File: src/rtl/ekf_measurement_update.sv
`timescale 1ns/1ps
// ekf_measurement_update: EKF correction step. Latches the predicted state,
// the measured currents and the 4x2 gain, forms the innovations, then runs
// eight multiply-accumulate cycles on a single shared multiplier before the
// final theta wrap. Fixed 10-cycle start-to-done latency.
// Optional build macro EKF_MEAS_SATURATE_EN: saturating arithmetic plus a
// sat_flag output; without it all adds and subtracts wrap in two's complement.
module ekf_measurement_update #(
  parameter int N      = 32,
  parameter int Q      = 18,
  parameter int TWO_PI = 1647099
) (
  input  logic                clk,
  input  logic                reset,
  input  logic                start,
  input  logic signed [N-1:0] ialphae,
  input  logic signed [N-1:0] ibetae,
  input  logic signed [N-1:0] omegae,
  input  logic signed [N-1:0] thetae,
  input  logic signed [N-1:0] ialpha_meas,
  input  logic signed [N-1:0] ibeta_meas,
  input  logic [8*N-1:0]      K,
  output logic signed [N-1:0] ialpha_c,
  output logic signed [N-1:0] ibeta_c,
  output logic signed [N-1:0] omega_c,
  output logic signed [N-1:0] theta_c,
  output logic signed [N-1:0] innov_alpha,
  output logic signed [N-1:0] innov_beta,
  output logic                busy,
  output logic                done
`ifdef EKF_MEAS_SATURATE_EN
  ,
  output logic                sat_flag
`endif
);

  typedef logic signed [N-1:0]   word_t;
  typedef logic signed [2*N-1:0] wide_t;
  typedef enum logic [1:0] {IDLE, MAC, WRAP, DONE} state_t;

  localparam word_t TWO_PI_W = word_t'(TWO_PI);
  localparam word_t MAX_W    = {1'b0, {(N-1){1'b1}}};
  localparam word_t MIN_W    = {1'b1, {(N-1){1'b0}}};

  state_t     state, state_nx;
  logic [2:0] idx;
  word_t      k_q [8];
  word_t      acc [4];
  word_t      e_a, e_b;
  word_t      mul_q, acc_next, ea_next, eb_next, theta_fix;

`ifdef EKF_MEAS_SATURATE_EN
  logic sat_acc;
  logic mac_ovf, ea_ovf, eb_ovf, th_ovf;

  function automatic logic add_ovf(input word_t a, input word_t b);
    word_t s;
    s = a + b;
    return (a[N-1] == b[N-1]) && (s[N-1] != a[N-1]);
  endfunction

  function automatic logic sub_ovf(input word_t a, input word_t b);
    word_t s;
    s = a - b;
    return (a[N-1] != b[N-1]) && (s[N-1] != a[N-1]);
  endfunction

  function automatic word_t add_s(input word_t a, input word_t b);
    if (add_ovf(a, b)) return a[N-1] ? MIN_W : MAX_W;
    return a + b;
  endfunction

  function automatic word_t sub_s(input word_t a, input word_t b);
    if (sub_ovf(a, b)) return a[N-1] ? MIN_W : MAX_W;
    return a - b;
  endfunction
`else
  function automatic word_t add_s(input word_t a, input word_t b);
    return a + b;
  endfunction

  function automatic word_t sub_s(input word_t a, input word_t b);
    return a - b;
  endfunction
`endif

  // State register for the correction sequencer.
  always_ff @(posedge clk) begin
    if (reset) state <= IDLE;
    else       state <= state_nx;
  end

  // Next-state logic: IDLE waits for start, MAC runs eight products, then WRAP and DONE.
  always_comb begin
    // NOTE: default first so every path assigns state_nx and no latch is inferred.
    state_nx = state;
    case (state)
      IDLE:    if (start) state_nx = MAC;
      MAC:     if (idx == 3'd7) state_nx = WRAP;
      WRAP:    state_nx = DONE;
      DONE:    state_nx = IDLE;
      default: state_nx = IDLE;
    endcase
  end

  // Shared multiplier, accumulate, innovation and theta-wrap arithmetic.
  always_comb begin
    // NOTE: combinational temporaries use blocking '='; registers below use '<='.
    mul_q     = word_t'((wide_t'(k_q[idx]) * wide_t'(idx[0] ? e_b : e_a)) >>> Q);
    acc_next  = add_s(acc[idx[2:1]], mul_q);
    ea_next   = sub_s(ialpha_meas, ialphae);
    eb_next   = sub_s(ibeta_meas, ibetae);
    theta_fix = acc[3];
    if (acc[3] >= TWO_PI_W)  theta_fix = sub_s(acc[3], TWO_PI_W);
    else if (acc[3][N-1])    theta_fix = add_s(acc[3], TWO_PI_W);
`ifdef EKF_MEAS_SATURATE_EN
    mac_ovf = add_ovf(acc[idx[2:1]], mul_q);
    ea_ovf  = sub_ovf(ialpha_meas, ialphae);
    eb_ovf  = sub_ovf(ibeta_meas, ibetae);
    th_ovf  = 1'b0;
    if (acc[3] >= TWO_PI_W) th_ovf = sub_ovf(acc[3], TWO_PI_W);
    else if (acc[3][N-1])   th_ovf = add_ovf(acc[3], TWO_PI_W);
`endif
  end

  // Gain capture on an accepted start.
  always_ff @(posedge clk) begin
    // NOTE: the gain bank carries no reset; it is always loaded before the MAC phase reads it.
    if (state == IDLE && start) begin
      for (int i = 0; i < 8; i++) k_q[i] <= K[i*N +: N];
    end
  end

  // Datapath registers: capture, accumulate, publish results and handshake.
  always_ff @(posedge clk) begin
    if (reset) begin
      for (int i = 0; i < 4; i++) acc[i] <= '0;
      idx         <= '0;
      e_a         <= '0;
      e_b         <= '0;
      ialpha_c    <= '0;
      ibeta_c     <= '0;
      omega_c     <= '0;
      theta_c     <= '0;
      innov_alpha <= '0;
      innov_beta  <= '0;
      busy        <= 1'b0;
      done        <= 1'b0;
`ifdef EKF_MEAS_SATURATE_EN
      sat_acc     <= 1'b0;
      sat_flag    <= 1'b0;
`endif
    end else begin
      done <= 1'b0;
      case (state)
        IDLE: if (start) begin
          e_a    <= ea_next;
          e_b    <= eb_next;
          acc[0] <= ialphae;
          acc[1] <= ibetae;
          acc[2] <= omegae;
          acc[3] <= thetae;
          idx    <= '0;
          busy   <= 1'b1;
`ifdef EKF_MEAS_SATURATE_EN
          sat_acc  <= ea_ovf | eb_ovf;
          sat_flag <= 1'b0;
`endif
        end
        MAC: begin
          acc[idx[2:1]] <= acc_next;
          idx           <= idx + 3'd1;
`ifdef EKF_MEAS_SATURATE_EN
          sat_acc <= sat_acc | mac_ovf;
`endif
        end
        WRAP: begin
          ialpha_c    <= acc[0];
          ibeta_c     <= acc[1];
          omega_c     <= acc[2];
          theta_c     <= theta_fix;
          innov_alpha <= e_a;
          innov_beta  <= e_b;
`ifdef EKF_MEAS_SATURATE_EN
          sat_acc <= sat_acc | th_ovf;
`endif
        end
        DONE: begin
          done <= 1'b1;
          busy <= 1'b0;
`ifdef EKF_MEAS_SATURATE_EN
          sat_flag <= sat_acc;
`endif
        end
        default: ;
      endcase
    end
  end

endmodule

File: config.mk
export PLATFORM = sky130hd
export DESIGN_NAME = ekf_measurement_update
export DESIGN_NICKNAME = d
export VERILOG_FILES = /design/src/rtl/ekf_measurement_update.sv
export SDC_FILE = /design/constraint.sdc
export NUM_CORES = 2
export LEC_CHECK = 0
export BUFFER_PORTS_ARGS = -buffer_cell sky130_fd_sc_hd__buf_2
export CAP_MARGIN = 20
export CORE_MARGIN = 3
export CORE_UTILIZATION = 63
export DETAILED_ROUTE_END_ITERATION = 12
export PLACE_DENSITY = 0.85
export SYNTH_ARGS = -nofsm -noshare
export SYNTH_HDL_FRONTEND = slang
export SYNTH_SLANG_ARGS = --single-unit
File: constraint.sdc
create_clock -name clk -period 20 [get_ports clk]
set_clock_uncertainty 0.2 [all_clocks]
set_input_delay 4 -clock clk [delete_from_list [all_inputs] [get_ports clk]]
set_output_delay 4 -clock clk [all_outputs]
set_load 0.03 [all_outputs]
==> impl_metrics.tcl <==
set metrics [dict create \
    critical_path_peak_fanout 39 \
    layout_min_cycle_time_ns 13.35 \
    ys_dominant_reg_cell "sky130_fd_sc_hd__edfxtp_1" \
    synthesized_net_count 7550 \
    cts_tree "done" \
    cts_sinks 650 \
    drtPass1Iterations 11 \
    hold_depth 2 \
    fillCellCount 6810 \
    drv.max_cap_violation_count 0 \
    io_pins 645 \
    worst_path_max_delay_cell "sky130_fd_sc_hd__dfxtp_4" \
    synthCells 5952 \
    post_drt_wl_per_cell_um 24.3 \
    cp_slowest_stage_delay_ns 0.76 \
    cts_resized 0 \
    fp-row-count 112 \
    seq_area_frac_synth_pct 28.0 \
    die_y_um 315 \
    hold_path.class "reg -> reg" \
    timing_hold_violations_final 0 \
    gp_congestion 0.992 \
    post_dp_cell_area_um2 64700 \
    ctsHtreeMaxLevel 3 \
    mostFrequentLayoutCell "sky130_fd_sc_hd__inv_1" \
    cp-start-kind "register" \
    yosys_register_bits 650 \
    timing.critical_path.arrival_ns 13.57 \
    timing.reg2reg.worst_path_depth 39 \
    yosys-top-cells-area "sky130_fd_sc_hd__fa_1 (29%), sky130_fd_sc_hd__edfxtp_1 (19%), sky130_fd_sc_hd__dfxtp_1 (8.8%)" \
    outcome "complete, no violations" \
    place.port_buffers 644 \
    grt_setup_unrepaired "no" \
    actual_slew_at_the_worst_max_slew_pin_ns 1.20 \
    achievable-frequency_mhz 74.9 \
    synth_edf_count 384 \
    vias_per_cell 6.17 \
    timing.reg2reg.setup_slack_ns 6.65 \
    initial_core_util_pct 64.0 \
    timing.final.crit_share_pct 66.8 \
    clkSlewWorstSetupHoldPaths_ns 0.06 \
    hold_end "theta_c[20]" \
    path_class "reg -> reg" \
    clock_tree_root_driver_cell "sky130_fd_sc_hd__clkbuf_16" \
    place.detailed.hpwl_um 148000 \
    yosys_warnings 0 \
    synthesis.area_um2 60300 \
    gr-total-overflow 0 \
    grt_first_pass_wirelength_um 287000 \
    rr_endpoint "acc[3][27]" \
    setup_viol 0 \
    multi_input_comb_area_um2 38800 \
    fin_area_um2 67100 \
    number_of_global_route_vias_before_repair 49500 \
    postRouteAntennaNets 0 \
    dieArea_um2 99500 \
    placeableCoreArea_um2 94200 \
    post_cts.repair.setup_buffers 0 \
    detail_route.iter0.violations 5857 \
    endpoint_kind "register" \
    drive_above_1_share_pct 15.9 \
    antenna_found_initial 27 \
    worstSkewPairLatency_ns 0.68 \
    post-synth-top-area-cell "sky130_fd_sc_hd__fa_1" \
    finalMaxSlewViolations 0 \
    synthDistinctLibCells 87 \
    dieWidth_um 315 \
    clock_tree.buffer_depth 3 \
    drt-total-wl_um 190000 \
    netlist.area_leader.share_pct 29.2 \
    critical_path_required_ns 20.22 \
    flow.area_growth_from_synthesis_pct 11.3 \
    synth.avg_cell_area_um2 10.1 \
    hold_bufs_inserted_after_cts 0 \
    final_cell_mix "sky130_fd_sc_hd__inv_1 (943), sky130_fd_sc_hd__fa_1 (881), sky130_fd_sc_hd__nor2_1 (745)" \
    cp_common_cell "sky130_fd_sc_hd__fa_1" \
    slew_headroom_pct 17.9 \
    hold_path_startpoint "theta_c[20]" \
    grt_max_degree 132 \
    ff_latch_area_um2 16900 \
    final_nets 8070 \
    routed-via-count 48200 \
    finalHoldWorstSlack_ns 0.287 \
    fin_setup_tns_ns 0 \
    async_reset_ff_share_pct 0 \
    post-route-drc-count 0 \
    numCtsBuffers 71 \
    grt.total_usage_pct 38.4 \
]
[flip-flops by register name (all words and copies together), names as in the netlist, named ones only]
signal       count
k_q            256
innov_alpha     32
ibeta_c         32
omega_c         32
done             1
e_a             32
state            2
ialpha_c        32
acc            128
idx              3
e_b             32
busy             1
innov_beta      32
theta_c         32
[metrics by stage]
step / cells / util [%] / setup WS (ns)
global placement: 7650 / 68.7 / 7.20
CTS: 7780 / 71.2 / 6.89
floorplan: 5952 / - / 7.50
finish: 7808 / 71.3 / 6.65
detailed placement: 7650 / 68.7 / 6.94
global route: 7807 / 71.3 / 6.01
[worst max path at each step]
stage	start	endpoint	slack (ns)	depth (start not counted)
2_1_floorplan	start	k_q[0][0]	7.50	4
3_3_place_gp	register	acc[1][27]	7.20	39
3_5_place_dp	register	acc[0][31]	6.94	38
4_1_cts	register	acc[1][27]	6.89	39
5_1_grt	register	acc[0][27]	6.01	39
6_report	register	acc[3][27]	6.65	39
[layer usage]
metal / GRT usage, % / wire (um) / vias to the layer above
met4: 25.8 / 15200 / 0
met5: 0 / 0 / -
met2: 58.7 / 85700 / 3430
met1: 47.5 / 64600 / 23600
li1: - / - / 20200
met3: 11.5 / 24200 / 885
[cells in the mapped netlist, drive strengths merged (24+ instances only)]
library cell,count
nor3,35
nand3,159
edfxtp,384
and2,24
dfxtp,266
nand2,611
nor2b,32
a21oi,152
xnor2,106
fa,881
mux4,86
ha,266
mux2i,264
clkbuf,227
xor2,53
o21ai,224
a21o,67
nand2b,39
inv,944
buf,55
nor2,748
mux2,57
[worst max-delay path: cells and delay by family, from the launching register on]
| family | cells | cell delay [ns] |
|---|---|---|
| and+or+nand+nor | 9 | 2.60 |
| buffers and inverters | 5 | 0.84 |
| adders and majority gates | 10 | 4.51 |
| DFF | 1 | 0.76 |
| xor gates and xnor gates | 1 | 0.15 |
| AOI/OAI and AO/OA | 14 | 3.91 |
[kinds of logic after synthesis]
logic type                 synth area share (%)
AOI/OAI and AO/OA                          6.36
adders and majority gates                  34.8
and+or+nand+nor                            12.1
DFF                                        28.0
muxes                                      8.66
xor gates and xnor gates                   2.31
buffers and inverters                      7.81
[layout make-up]
cell class | count | area share (%)
inverters | 945 | 5.30
well taps | 1254 | 2.34
repair buffers | 729 | 5.77
clock inverters | 37 | 0.567
multi-input cells | 4075 | 57.9
clock buffers | 93 | 2.94
flip-flops and latches | 650 | 25.1
diodes | 25 | 0.0932
Power is not shown: default switching activity piles up to over one toggle a cycle in this logic, so the estimate is an artifact.
